## src/rtl/xmem_part_cfg_ctrl.sv

```systemverilog
// Runtime partition-table controller: shadow table, validation, drain, atomic swap into the active table.
// Optional drain timeout is enabled by defining XMEM_PART_TIMEOUT_EN.
module xmem_part_cfg_ctrl #(
    parameter int unsigned XMEM_AW            = 32,
    parameter int unsigned MAX_PARTITION      = 8,
    parameter int unsigned LOG2_MAX_PARTITION = 3,
    parameter int unsigned MAX_OUTSTD         = 16
`ifdef XMEM_PART_TIMEOUT_EN
    ,
    parameter int unsigned DRAIN_TIMEOUT      = 1024
`endif
) (
    input  logic                                     clk,
    input  logic                                     rst,
    input  logic                                     cfg_we,
    input  logic [LOG2_MAX_PARTITION:0]              cfg_idx,
    input  logic [XMEM_AW-1:0]                       cfg_wdata,
    input  logic                                     cfg_partNum_we,
    input  logic [LOG2_MAX_PARTITION:0]              cfg_partNum,
    input  logic                                     cfg_commit,
    output logic                                     cfg_busy,
    output logic                                     cfg_done,
    output logic [1:0]                               cfg_err,
    input  logic                                     acc_issue,
    input  logic                                     acc_done,
    output logic                                     hold_req,
    output logic [LOG2_MAX_PARTITION:0]              partNum,
    output logic [(MAX_PARTITION+1)*XMEM_AW-1:0]     rangeStart
);

    localparam int unsigned IW = LOG2_MAX_PARTITION + 1;
    localparam int unsigned NE = MAX_PARTITION + 1;
    localparam int unsigned CW = $clog2(MAX_OUTSTD + 1);
`ifdef XMEM_PART_TIMEOUT_EN
    localparam int unsigned TW = $clog2(DRAIN_TIMEOUT + 1);
`endif

    typedef enum logic [2:0] {
        S_IDLE,
        S_CHECK,
        S_DRAIN,
        S_SWAP,
        S_DONE,
        S_ERR
    } state_t;

    state_t            state, state_d;
    logic [IW-1:0]     idx, idx_d, idx_nx;
    logic [1:0]        err_code, err_code_d;
    logic [1:0]        cfg_err_d;
    logic              busy_d, hold_d, done_d;
    logic [CW-1:0]     cnt, cnt_d;
`ifdef XMEM_PART_TIMEOUT_EN
    logic [TW-1:0]     tmo, tmo_d;
`endif

    logic [IW-1:0]      sh_num;
    logic [XMEM_AW-1:0] sh_rs  [NE];
    logic [IW-1:0]      act_num;
    logic [XMEM_AW-1:0] act_rs [NE];

    logic               cfg_wr_any;

    assign idx_nx     = idx + IW'(1);
    assign cfg_wr_any = cfg_we | cfg_partNum_we;

    // Outstanding-access counter, saturating at both ends
    always_comb begin
        cnt_d = cnt;
        if (acc_issue && !acc_done) begin
            if (cnt != CW'(MAX_OUTSTD)) cnt_d = cnt + CW'(1);
        end else if (acc_done && !acc_issue) begin
            if (cnt != '0) cnt_d = cnt - CW'(1);
        end
    end

    always_ff @(posedge clk or posedge rst) begin
        if (rst) cnt <= '0;
        else     cnt <= cnt_d;
    end

    // FSM state and registered status outputs
    always_ff @(posedge clk or posedge rst) begin
        if (rst) begin
            state    <= S_IDLE;
            idx      <= '0;
            err_code <= '0;
            cfg_err  <= '0;
            cfg_busy <= 1'b0;
            hold_req <= 1'b0;
            cfg_done <= 1'b0;
`ifdef XMEM_PART_TIMEOUT_EN
            tmo      <= '0;
`endif
        end else begin
            state    <= state_d;
            idx      <= idx_d;
            err_code <= err_code_d;
            cfg_err  <= cfg_err_d;
            cfg_busy <= busy_d;
            hold_req <= hold_d;
            cfg_done <= done_d;
`ifdef XMEM_PART_TIMEOUT_EN
            tmo      <= tmo_d;
`endif
        end
    end

    always_comb begin
        state_d    = state;
        idx_d      = idx;
        err_code_d = err_code;
        cfg_err_d  = cfg_err;
`ifdef XMEM_PART_TIMEOUT_EN
        tmo_d      = tmo;
`endif

        case (state)
            S_IDLE: begin
                if (cfg_commit) begin
                    state_d = S_CHECK;
                    idx_d   = '0;
                end
            end
            S_CHECK: begin
                if (sh_num == '0 || sh_num > IW'(MAX_PARTITION) || !(sh_rs[idx] < sh_rs[idx_nx])) begin
                    state_d    = S_ERR;
                    err_code_d = 2'd1;
                end else if (idx_nx == sh_num) begin
                    state_d = S_DRAIN;
`ifdef XMEM_PART_TIMEOUT_EN
                    tmo_d   = '0;
`endif
                end else begin
                    idx_d = idx_nx;
                end
            end
            S_DRAIN: begin
                // A retire that empties the counter this cycle is enough to proceed
                if (cnt_d == '0) begin
                    state_d = S_SWAP;
`ifdef XMEM_PART_TIMEOUT_EN
                end else if (tmo == TW'(DRAIN_TIMEOUT - 1)) begin
                    state_d    = S_ERR;
                    err_code_d = 2'd2;
                end else begin
                    tmo_d = tmo + TW'(1);
`endif
                end
            end
            S_SWAP:  state_d = S_DONE;
            S_DONE:  state_d = S_IDLE;
            S_ERR:   state_d = S_IDLE;
            default: state_d = S_IDLE;
        endcase

        // Sticky status: cleared by an accepted commit, error code lands as ERR retires
        if (state == S_IDLE && cfg_commit) begin
            cfg_err_d = 2'd0;
        end else if (state == S_ERR) begin
            cfg_err_d = err_code;
        end else if (state != S_IDLE && cfg_wr_any) begin
            cfg_err_d = 2'd3;
        end

        busy_d = (state_d == S_CHECK) || (state_d == S_DRAIN) || (state_d == S_SWAP);
        hold_d = (state_d == S_DRAIN) || (state_d == S_SWAP);
        done_d = (state_d == S_DONE);
    end

    // Shadow table: writable only while idle
    always_ff @(posedge clk or posedge rst) begin
        if (rst) begin
            sh_num <= IW'(1);
            for (int p = 0; p < NE; p++) sh_rs[p] <= (p == 0) ? '0 : '1;
        end else if (state == S_IDLE) begin
            if (cfg_we && (cfg_idx <= IW'(MAX_PARTITION))) sh_rs[cfg_idx] <= cfg_wdata;
            if (cfg_partNum_we) sh_num <= cfg_partNum;
        end
    end

    // Active table: changes only on the swap edge
    always_ff @(posedge clk or posedge rst) begin
        if (rst) begin
            act_num <= IW'(1);
            for (int p = 0; p < NE; p++) act_rs[p] <= (p == 0) ? '0 : '1;
        end else if (state == S_SWAP) begin
            act_num <= sh_num;
            for (int p = 0; p < NE; p++) act_rs[p] <= sh_rs[p];
        end
    end

    assign partNum = act_num;

    for (genvar p = 0; p < NE; p++) begin : g_out
        assign rangeStart[p*XMEM_AW +: XMEM_AW] = act_rs[p];
    end

endmodule

```

## config.mk

```make
export PLATFORM = sky130hd
export DESIGN_NAME = xmem_part_cfg_ctrl
export DESIGN_NICKNAME = d
export VERILOG_FILES = /design/src/rtl/xmem_part_cfg_ctrl.sv
export SDC_FILE = /design/constraint.sdc
export NUM_CORES = 2
export LEC_CHECK = 0
export CORE_ASPECT_RATIO = 1.5
export CORE_UTILIZATION = 54
export DETAILED_ROUTE_END_ITERATION = 6
export GPL_TIMING_DRIVEN = 0
export PLACE_DENSITY = 0.78
export SLEW_MARGIN = 5
export SYNTH_ARGS = -nofsm -noshare
export SYNTH_HDL_FRONTEND = slang
export SYNTH_SLANG_ARGS = --single-unit
```

## constraint.sdc

```tcl
create_clock -name clk -period 42.8 [get_ports clk]
set_input_delay 8.56 -clock clk [delete_from_list [all_inputs] [get_ports clk]]
set_output_delay 8.56 -clock clk [all_outputs]
set_load 0.05 [all_outputs]
```

# Word level (Yosys, flattened, before mapping)
# Cells that the tools add are included.
# Widths: inputs -> output; s select.
# op_classes
reduce_logical,25
bitwise,4
n_eq_ne,13
n_addsub,3
muxes,25
n_lt_le_gt_ge,7
# ops
cell,n
$bwmux 288,1
$bmux 32 s4,2
$mux 32,5
$demux 32 s4,1
$lt 32x32->1,1
$mux 5,4
$ge 5x5->1 const B,3
$not 4->5,3
$eq 3x2->1 const B,4
$mux 3,4
$mux 4,3
$pmux 3 s4,1
$pmux 4 s2,1
$eq 3x1->1 const B,2
$eq 3x3->1 const B,2
$logic_and 1x1->1,6
$mux 2,3
$ne 2x2->1 const B,3
$reduce_and 2->1,3
$reduce_bool 3->1,2
$add 5x1->5 const B,1
$logic_not 5->1,1
$logic_or 1x1->1,5
$lt 5x1->1 const B,1
other kinds (13),15
# totals
register_bits,602
wordCells,105
out_inout_bits,297
input_bits,47

# Longest topological paths before layout
# logic_depth
ltp_word,13
mapped_depth,16

# Worst setup path after synthesis
# No wires, ideal clock.
# synth_path
path_kind,input -> register
from,in cfg_idx[0]
to,reg sh_rs[256] (netlist bit)
arrival_time_ns,10.004
cell_stages,4
setup_time_ns,0.125
setup_slack_ns,32.672
n_path_buf,1
required_time_ns,42.675
path_cell_list,nand3b_1 > nor4_1 > clkbuf_1 > mux2_2
# synth_via
elab_chain_cells,6
word_cells_on_any_way,10
classes_between,order compare (3); mux (3); bitwise (1); reduce/logical (3)
# synth_lines
item,line_no,text
from (decl),16,"input logic [LOG2_MAX_PARTITION:0] cfg_idx,"
$not 4->5 (implied by the code),177,if (cfg_we && (cfg_idx <= IW'(MAX_PARTITION))) sh_rs[cfg_idx] <= cfg_wdata;
$ge 5x5->1 (implied by the code) / $lt 5x1->1 (equally long branches),177,
$logic_and 1x1->1 (implied by the code),177,
$mux 32 (implied by the code),177,
$demux 32 s4,177,
$bwmux 288,177,
"to (signal, indexed assignment)",177,
to (decl),58,logic [XMEM_AW-1:0] sh_rs [NE];
# Parallel ways exist; a longest one is shown, timed or not.
# A chain may end at the register's enable or synchronous reset.

# Final worst setup path
# layout_path
from,in cfg_idx[0]
to,reg sh_rs[278] (netlist bit)
# Same word-level chain as after synthesis.

==> metrics.md <==
| Metric | Value |
|---|---|
| Run status | complete, no violations |
| HP Class | flop to flop |
| Tcrit/Tclk final | 0.257 |
| Die width | 189 um |
| Worst setup EP type | flop |
| Post-Layout Cell Count | 3597 |
| Critical path, cell by cell | clkdlybuf4s50_1 > nand3b_1 > nor4_1 > clkbuf_1 > mux2_2 |
| GRT Residual Overflow | 0 |
| TritonCTS Buffers | 55 |
| Area of the multi-input gates | 12000 um^2 |
| Layout cell share with drive strength beyond 1 | 0.359 |
| Pre-CTS setup slack | 31.33 ns |
| Initial Util | 0.548 |
| Fmax | 0.0908 GHz |
| Critical path class | primary input to flop |
| Slew Limit Fails | 0 |
| # IOs | 344 |
| CP Max Fanout | 10 |
| RSZ-0062 raised after global routing | no |
| Reg2reg start | idx[1]$_DFFE_PP0P_ |
| Final ANT Viol Nets | 0 |
| First-pass GRT wire length | 139000 um |
| Htree depth | 2 |
| Ys async rst share | 1.00 |
| Critical Path AT | 11.50 ns |
| Hold Fails Final Rpt | 0 |
| Mapped Area | 28300 um^2 |
| # fillers | 3845 |
| Mean area per synthesized cell | 11.5 um^2 |
| CTS Hold Buffers Added | 0 |
| Synth area leader | dfstp_2 |
| DP Wirelength | 66000 um |
| Die ar. | 53400 um^2 |
| Synth top area share | 0.477 |
| DRC violations left | 0 |
| CP peak stage delay | 0.98 ns |
| Root Driver | clkbuf_16 |
| Slew HR | 0.107 |
| WHS Endpoint | rangeStart[184]$_DFFE_PP1N_ |
| Sequential cell area | 15700 um^2 |
| Syn nets | 2548 |
| CTS tree | yes |
| Setup violators final | 0 |
| Iteration-0 DRC Markers | 2152 |
| Worst VDD drop | 73.1 uV |
| Initial antenna violation count | 4 |
| Power Dens Cells | 99.7 nW/um^2 |
| Post-synthesis sequential area ratio | 0.555 |
| Commonest cells in the netlist | 990 x nand2_1, 514 x dfstp_2, 294 x mux2_2 |
| Post-route clock skew | 0.0170 ns |
| CTS Buffer Depth | 3 |
| Clock transition at the registers of the reported paths | 0.06 ns |
| Seq cells post-synth | 602 |
| Most frequent cell after synthesis | nand2_1 |
| Cells on worst reg2reg path | 16 |
| Via/cell ratio | 6.10 |
| Ys flop type | dfstp_2 |
| WL per Instance | 26.2 um |
| Maxcap violations | 0 |
| Final worst setup slack | 31.79 ns |
| Die extent in y | 283 um |
| PortBufs | 342 |
| Core region area | 51700 um^2 |
| Post-cts sizing count | 0 |
| Startpoint types | primary input |
| Min-Delay Startpoint | rangeStart[184]$_DFFE_PP1N_ |
| Clk_lat worst skew | 0.61 ns |
| Placed Area | 32700 um^2 |
| CTS sink count | 602 |
| Post-synth EDFFs | 0 |
| Distinct cells, synth | 52 |
| Routed vias | 21951 |
| GPL Wtd Cong | 0.927 |
| Gr usage total | 0.355 |
| FP Rows | 102 |
| Fin Setup TNS | 0 ns |
| Slowest stage cell, crit path | nor4_1 |
| Pin count of the biggest net entering global routing | 140 |
| Cells after Synth | 2467 |
| Final #Nets | 2952 |
| FF-to-FF End | idx[0]$_DFFE_PP0P_ |
| Cell area after layout | 34700 um^2 |
| WHS Path Cells | 2 |
| Worst-Margin Slew | 1.34 ns |
| Lkg Pwr | 0.0147 uW |
| Syn. warnings | 0 |
| Pre-antenna DRT Iters | 6 |
| Area contributors post-synth | dfstp_2 48%, nand2_1 13%, mux2_2 12% |
| Total Wirelength | 94100 um |
| Area Growth Syn to Fin | 22.5% |
| Final min period | 11.01 ns |
| Post-CTS Setup Bufs | 0 |
| Dpl cells | 3490 |
| R2R setup slack | 36.50 ns |
| Critical Path RT | 43.29 ns |
| Vias in the first global route | 22581 |
-- layout make-up --
class                   instances  area share
flip-flops and latches        602       0.453
multi-input cells            1707       0.346
repair buffers                347       0.103
clock buffers                  80      0.0462
well taps                     676      0.0244
plain buffers                 147      0.0165
clock inverters                24     0.00992
inverters                      11     0.00141
diodes                          3    0.000216
-- through the flow --
step | hold slack [ns] | utilization | power, uW
4_1_cts | 0.457 | 0.671 | 3440
3_5_place_dp | 0.448 | 0.634 | 2890
6_report | 0.456 | 0.671 | 3460
2_1_floorplan | 0.441 | - | 2320
5_1_grt | 0.467 | 0.671 | 3600
3_3_place_gp | 0.448 | 0.631 | 2840
-- per-layer routing --
metal,up-vias,global-route usage,part of all wire
met5,-,0,0.00024
met4,4,0.218,0.064
met3,325,0.0694,0.084
met2,1257,0.591,0.49
met1,11168,0.428,0.36
li1,9197,-,-
-- where the power goes --
part	switching, uW	total, uW	internal (uW)
Combinational	1040	1690	654
Clock	225	534	309
Sequential	243	1230	992
-- kinds of logic after synthesis --
| kind of cell | share of synthesized area |
|---|---|
| simple gates | 0.145 |
| compound gates | 0.0314 |
| xor+xnor | 0.00371 |
| buf+inv | 0.0216 |
| flops | 0.555 |
| mux | 0.229 |
| fa+ha+maj | 0.0150 |
-- cells in the final DEF, fill, tap and decap left out, types with 32 or more instances in the layout --
| cell | n |
|---|---|
| o21ai_0 | 38 |
| clkbuf_16 | 57 |
| clkdlybuf4s50_1 | 342 |
| a21oi_1 | 80 |
| dfstp_2 | 514 |
| clkbuf_1 | 124 |
| mux2i_1 | 32 |
| nand2_1 | 990 |
| ha_1 | 34 |
| mux2_2 | 294 |
| dfrtp_1 | 88 |
| mux4_2 | 127 |
-- registers in the layout, indices dropped and copies added, names as in the netlist --
register    cells
cfg_busy        1
sh_rs         288
cfg_done        1
sh_num          4
cfg_err         2
err_code        1
hold_req        1
idx             4
cnt             5
state           3
partNum         4
rangeStart    288
-- critical path, delay by kind of cell --
kind                   cells  cell delay [ns]
buffers and inverters      2             1.19
AND/OR/NAND/NOR            2             1.31
multiplexers               1             0.43
-- worst max path at each step --
| stage | slack [ns] | to | start | cells past startpoint |
|---|---|---|---|---|
| global route | 31.76 | sh_rs[279]$_DFFE_PP0P_ | cfg_we | 5 |
| finish | 31.79 | sh_rs[278]$_DFFE_PP0P_ | cfg_idx[0] | 5 |
| CTS | 31.92 | sh_rs[278]$_DFFE_PP0P_ | cfg_idx[0] | 5 |
| floorplan | 18.24 | cfg_busy$_DFF_PP0_ | rst | 1 |
| global placement | 12.32 | rangeStart[12]$_DFFE_PP0N_ | rst | 2 |
| detailed placement | 31.33 | sh_rs[268]$_DFFE_PP0P_ | cfg_idx[0] | 5 |
Note: power is estimated with default switching activity, not from simulation.
